$ cat config.mk
export PLATFORM = sky130hd
export DESIGN_NAME = fpga_mode_sequencer
export DESIGN_NICKNAME = d
export VERILOG_FILES = /design/src/rtl/fpga_mode_sequencer.sv
export SDC_FILE = /design/constraint.sdc
export NUM_CORES = 1
export LEC_CHECK = 0
export ABC_AREA = 1
export CAP_MARGIN = 10
export CORE_MARGIN = 2
export CORE_UTILIZATION = 25
export DETAILED_ROUTE_END_ITERATION = 10
export PLACE_DENSITY_LB_ADDON = 0.25
export RECOVER_POWER = 50
export SYNTH_ARGS = -nofsm -noshare
export SYNTH_HDL_FRONTEND = slang
export SYNTH_SLANG_ARGS = --single-unit
$ cat constraint.sdc
create_clock -name ck_1356meg -period 5 [get_ports ck_1356meg]
set_input_delay 0.5 -clock ck_1356meg [delete_from_list [all_inputs] [get_ports ck_1356meg]]
set_output_delay 0.5 -clock ck_1356meg [all_outputs]
set_load 0.05 [all_outputs]
$ cat src/rtl/fpga_mode_sequencer.sv
// SPI command receiver and major-mode sequencer for the FPGA top level.
// Coil drivers are quiesced around every major-mode switch of the mux bank.
module fpga_mode_sequencer #(
    parameter int unsigned GUARD_CYCLES  = 16,
    parameter int unsigned SETTLE_CYCLES = 32
) (
    input  logic       ck_1356meg,
    input  logic       rst,
    input  logic       spck,
    input  logic       ncs,
    input  logic       mosi,
    output logic [7:0] conf_word,
    output logic [2:0] major_mode,
    output logic [7:0] divisor,
    output logic [7:0] conf_enio,
    output logic       quiesce,
    output logic       mode_busy,
    output logic       frame_err
);

    typedef enum logic [1:0] {RUN, QUIESCE, SWITCH, SETTLE} state_t;

    localparam logic [7:0] GUARD_LOAD  = 8'(GUARD_CYCLES - 1);
    localparam logic [7:0] SETTLE_LOAD = 8'(SETTLE_CYCLES - 1);

    logic        spck_s1_q, spck_s2_q, spck_h_q;
    logic        ncs_s1_q, ncs_s2_q, ncs_h_q;
    logic        mosi_s1_q, mosi_s2_q;
    logic [15:0] shift_q, shift_d;
    logic [4:0]  bitcnt_q, bitcnt_d;
    logic        cmd_vld_q, cmd_ok_q;
    logic [3:0]  cmd_code_q;
    logic [7:0]  cmd_data_q;

    state_t      state_q, state_d;
    logic [7:0]  cnt_q, cnt_d;
    logic [7:0]  target_q, target_d;
    logic [7:0]  conf_q, conf_d;
    logic [2:0]  major_q, major_d;
    logic [7:0]  divisor_q, divisor_d;
    logic [7:0]  enio_q, enio_d;
    logic        frame_err_q, frame_err_d;

    logic        spck_rise, ncs_fall, ncs_rise;
    logic        wr_target, wr_div, wr_enio;

    assign spck_rise = spck_s2_q && !spck_h_q;
    assign ncs_fall  = !ncs_s2_q && ncs_h_q;
    assign ncs_rise  = ncs_s2_q && !ncs_h_q;

    assign wr_target = cmd_vld_q && cmd_ok_q && (cmd_code_q == 4'b0001);
    assign wr_div    = cmd_vld_q && cmd_ok_q && (cmd_code_q == 4'b0010);
    assign wr_enio   = cmd_vld_q && cmd_ok_q && (cmd_code_q == 4'b0100);

    always_comb begin
        shift_d  = shift_q;
        bitcnt_d = ncs_fall ? 5'd0 : bitcnt_q;
        if (spck_rise && !ncs_s2_q) begin
            shift_d = {shift_q[14:0], mosi_s2_q};
            if (bitcnt_d != 5'd17) bitcnt_d = bitcnt_d + 5'd1;
        end
    end

    // ncs synchronisers reset high so a reset release never looks like a frame edge
    always_ff @(posedge ck_1356meg or posedge rst) begin
        if (rst) begin
            spck_s1_q  <= 1'b0;
            spck_s2_q  <= 1'b0;
            spck_h_q   <= 1'b0;
            ncs_s1_q   <= 1'b1;
            ncs_s2_q   <= 1'b1;
            ncs_h_q    <= 1'b1;
            mosi_s1_q  <= 1'b0;
            mosi_s2_q  <= 1'b0;
            shift_q    <= 16'h0000;
            bitcnt_q   <= 5'd0;
            cmd_vld_q  <= 1'b0;
            cmd_ok_q   <= 1'b0;
            cmd_code_q <= 4'h0;
            cmd_data_q <= 8'h00;
        end else begin
            spck_s1_q  <= spck;
            spck_s2_q  <= spck_s1_q;
            spck_h_q   <= spck_s2_q;
            ncs_s1_q   <= ncs;
            ncs_s2_q   <= ncs_s1_q;
            ncs_h_q    <= ncs_s2_q;
            mosi_s1_q  <= mosi;
            mosi_s2_q  <= mosi_s1_q;
            shift_q    <= shift_d;
            bitcnt_q   <= bitcnt_d;
            cmd_vld_q  <= ncs_rise;
            cmd_ok_q   <= (bitcnt_q == 5'd16);
            cmd_code_q <= shift_q[15:12];
            cmd_data_q <= shift_q[7:0];
        end
    end

    always_ff @(posedge ck_1356meg or posedge rst) begin
        if (rst) begin
            state_q     <= RUN;
            cnt_q       <= 8'h00;
            target_q    <= 8'hE0;
            conf_q      <= 8'hE0;
            major_q     <= 3'b111;
            divisor_q   <= 8'h00;
            enio_q      <= 8'h00;
            frame_err_q <= 1'b0;
        end else begin
            state_q     <= state_d;
            cnt_q       <= cnt_d;
            target_q    <= target_d;
            conf_q      <= conf_d;
            major_q     <= major_d;
            divisor_q   <= divisor_d;
            enio_q      <= enio_d;
            frame_err_q <= frame_err_d;
        end
    end

    always_comb begin
        state_d     = state_q;
        cnt_d       = cnt_q;
        conf_d      = conf_q;
        major_d     = major_q;
        target_d    = wr_target ? cmd_data_q : target_q;
        divisor_d   = wr_div ? cmd_data_q : divisor_q;
        enio_d      = wr_enio ? cmd_data_q : enio_q;
        frame_err_d = cmd_vld_q && !cmd_ok_q;
        case (state_q)
            RUN: begin
                if (target_q[7:5] != major_q) begin
                    state_d = QUIESCE;
                    cnt_d   = GUARD_LOAD;
                end else if (wr_target && (cmd_data_q[7:5] == major_q)) begin
                    conf_d[4:0] = cmd_data_q[4:0];
                end else begin
                    conf_d[4:0] = target_q[4:0];
                end
            end
            // The switch samples the newest target, including one landing this cycle
            QUIESCE: begin
                if (cnt_q == 8'd0) begin
                    state_d = SWITCH;
                    conf_d  = target_d;
                    major_d = target_d[7:5];
                end else begin
                    cnt_d = cnt_q - 8'd1;
                end
            end
            SWITCH: begin
                state_d = SETTLE;
                cnt_d   = SETTLE_LOAD;
            end
            SETTLE: begin
                if (cnt_q == 8'd0) begin
                    if (target_q[7:5] != major_q) begin
                        state_d = QUIESCE;
                        cnt_d   = GUARD_LOAD;
                    end else begin
                        state_d     = RUN;
                        conf_d[4:0] = target_q[4:0];
                    end
                end else begin
                    cnt_d = cnt_q - 8'd1;
                end
            end
            default: state_d = RUN;
        endcase
    end

    always_comb begin
        quiesce    = (state_q == QUIESCE) || (state_q == SWITCH);
        mode_busy  = (state_q != RUN);
        major_mode = (state_q == QUIESCE) ? 3'b111 : major_q;
    end

    assign conf_word = conf_q;
    assign divisor   = divisor_q;
    assign conf_enio = enio_q;
    assign frame_err = frame_err_q;

endmodule

==> flow_summary.toml <==
[power_and_ir_drop]
intPower_mw = 1.092
p_total_mw = 1.453
switching_share_pct = 24.82
p_leak_nw = 2.309
clkPwrFrac_pct = 42.5
switching_power_mw = 0.3606
powerDensity_nw_per_um2 = 305.5
combPwrFrac_pct = 5.7
seqPwrFrac_pct = 51.8
vdd_drop_max_uv = 191.5

[cts]
cts_buffers = 9
htree_levels = 3
insertion_delay_ns = 0.34
path_clk_slew_ns = 0.06
cts_tree = "done"
root_buffer = "clkbuf_16"
numClockSinks = 86
ctsResizeCount = 0
post-cts-setup-buffer-count = 0
cts_hold_buf = 0
cts_buffer_depth = 2

[timing]
fin_crit_sh_pct = 61.09
fin_skew_ns = 0.006796
finalSetupTns_ns = 0
fmax_mhz = 327.4
tightest_slew_ns = 1.985
slew_headroom_pct = -33.03
setup_viol = 0
rsz0062_at_grt = "false"
finalCriticalPeriod_ns = 3.055
drv_slew = 44
worst_slack_ns = 1.945
report.final.hold_viol_count = 0

[route]
first_pass_iters = 4
drt_iter0_drc = 209
ant_nets = 0
drt-total-wl_microns = 8493
vias = 2955
avgRoutedWirePerCell_microns = 12.15
avgViaCountPerCell = 4.227
drcViolationCount = 0

[final_layout]
nets = 496
syn2layout_area_growth_pct = 21.17
antenna_cells = 0
drive_gt1_share_pct = 9.426
post-route-util_pct = 31.17
stdcell_area_sq_um = 4756

[floorplanning]
io_pins = 35
dieArea_sq_um = 16720
core_sq_um = 15260
die_h_microns = 129.3
row_count = 45
die_w_microns = 129.3
start_util_pct = 25.72

[global_route]
track_usage_pct = 11.20
grt_max_degree = 45
grt_overflow = 0
grt_pass1_wl_microns = 14560
grt_pass1_vias = 3006
antenna_found_initial = 0

[worst_setup_path]
crit_family = "buffers and inverters"
crit_type = "flip-flop to output pin"
critical_path_buf_inv_count = 3
path_cells = "inv_1, ha_1, inv_1, nand2_1, clkdlybuf4s50_1"
cp_slowest_stage_delay_ns = 0.81
required_ns = 4.50
cp_max_fo = 11
cpMaxStageDelayCell = "clkdlybuf4s50_1"
crit_path_start_kind = "flip-flop"
cpMostUsedCell = "inv_1"
arrival_ns = 2.55
endpoint_kind = "output pin"

[placement]
place.gp.congestion = 0.8209
placed_area_sq_um = 4498
pre_cts_slack_ns = 2.315
dp_hpwl_microns = 6065
numPortBuffers = 34

[synth]
yosysSeqAreaShare_pct = 55.12
syn_nets = 458
synthTopCellsByArea = "dfrtp_1 (49%), nand2_1 (13%), dfstp_2 (6.0%)"
synthTopCellsByCount = "nand2_1 (137), dfrtp_1 (77), inv_1 (61), o21ai_0 (42), nand3_1 (27)"
yosys.area.top_type_share_pct = 49.09
yosysMostFrequentCell = "nand2_1"
synth_area_per_cell_sq_um = 8.820
yosys.cell_types.count = 32
synthFlopType = "dfrtp_1"
yosysTopAreaCell = "dfrtp_1"
syn_area_sq_um = 3925
synth-edff-count = 0
synth_cells = 445
yosys_warnings = 0
async_reset_ff_share_pct = 100.0
synth_seq_cells = 86

[flow_run]
maxCapViolCount = 1

[worst_hold_path]
worstHoldPathType = "flip-flop to flip-flop"

[run_status]
status = "finished, violations left"
violations = "max-capacitance violations, max-slew violations"
==> power groups by stage <==
stage | Clock [mW] | Combinational, mW | Sequential (mW)
global placement | 0 | 0.0857 | 0.764
floorplan | 0 | 0.0598 | 0.761
CTS | 0.635 | 0.0887 | 0.753
global route | 0.670 | 0.101 | 0.757
finish | 0.618 | 0.0833 | 0.752
detailed placement | 0 | 0.0879 | 0.765
==> cells by family after synthesis <==
| logic type | count (synthesis) | synth area share (%) |
|---|---|---|
| AOI/OAI and AO/OA | 48 | 6.598 |
| adders and majority gates | 8 | 2.550 |
| buffers and inverters | 76 | 7.619 |
| DFF | 86 | 55.12 |
| and+or+nand+nor | 216 | 25.09 |
| xor gates and xnor gates | 11 | 3.028 |
==> area by class of cell <==
type	instances	area, sq um
Timing Repair Buffer	36	351.6
Fill cell	1612	10500
Sequential cell	86	2163
Multi-Input combinational cell	283	1455
Inverter	67	252.7
Clock buffer	11	232.7
Tap cell	211	264.0
Clock inverter	5	36.28
==> placed cells by master, fill, tap and decap left out, types with 2 or more instances in the layout <==
cell type and instances:
clkinvlp_4 3, dlygate4sd3_1 4, inv_1 60, dfstp_2 8
nand3_1 27, ha_1 8, and2_1 3, inv_2 6
dfrtp_1 77, clkdlybuf4s50_1 30, nor2_4 2, and2_0 2
o21ai_0 42, nor2_1 14, xor2_1 4, nand3_2 3
nor3_1 3, nand2_1 137, o21a_1 3, clkbuf_1 3
xnor2_2 3, clkbuf_16 9, nand4_1 15, xnor2_1 4
nand2_2 3
==> metal layers <==
metal	up-vias	global-route usage [%]	share of wire (%)
li1	1474	-	-
met3	8	3.220	3.0
met5	-	0	0
met1	1428	14.20	48
met2	45	17.99	48
met4	0	4.604	1.2
==> final timing paths <==
check / start / endpoint / slack, ns / cells after the start
setup / recovery: state_q[1]$_DFFE_PP0P_ / major_mode[1] / 1.95 / 5
hold / removal: mosi_s1_q$_DFF_PP0_ / mosi_s2_q$_DFF_PP0_ / 0.35 / 0
setup reg to reg: ncs_s2_q$_DFF_PP1_ / shift_q[13]$_DFFE_PP0P_ / 2.97 / 5
hold reg to reg: mosi_s1_q$_DFF_PP0_ / mosi_s2_q$_DFF_PP0_ / 0.35 / 0
max in group asynchronous: rst / cmd_data_q[0]$_DFF_PP0_ / 2.57 / 3
min in group asynchronous: rst / conf_word[2]$_DFFE_PP0P_ / 1.13 / 2
==> registers in the layout, indices dropped and copies added, names as in the netlist, 2 cells and up <==
| register | flops |
|---|---|
| cmd_data_q | 8 |
| bitcnt_q | 5 |
| conf_enio | 8 |
| cmd_code_q | 4 |
| cnt_q | 8 |
| divisor | 8 |
| shift_q | 16 |
| state_q | 2 |
| conf_word | 5 |
| target_q | 8 |
| major_q | 3 |
==> stage by stage <==
stage / hold WS, ns / cells
3_3_place_gp: 0.3333 / 683
3_5_place_dp: 0.3347 / 683
2_1_floorplan: 0.3312 / 445
6_report: 0.3483 / 699
4_1_cts: 0.3499 / 699
5_1_grt: 0.3618 / 699
==> worst register-to-register path: cells and delay by family, from the launching register on <==
family	cells	cell delay, ns
AOI/OAI and AO/OA	1	0.09
DFF	1	0.38
buffers and inverters	2	1.11
and+or+nand+nor	2	0.31
No activity file was read; power rests on OpenSTA's default activity.
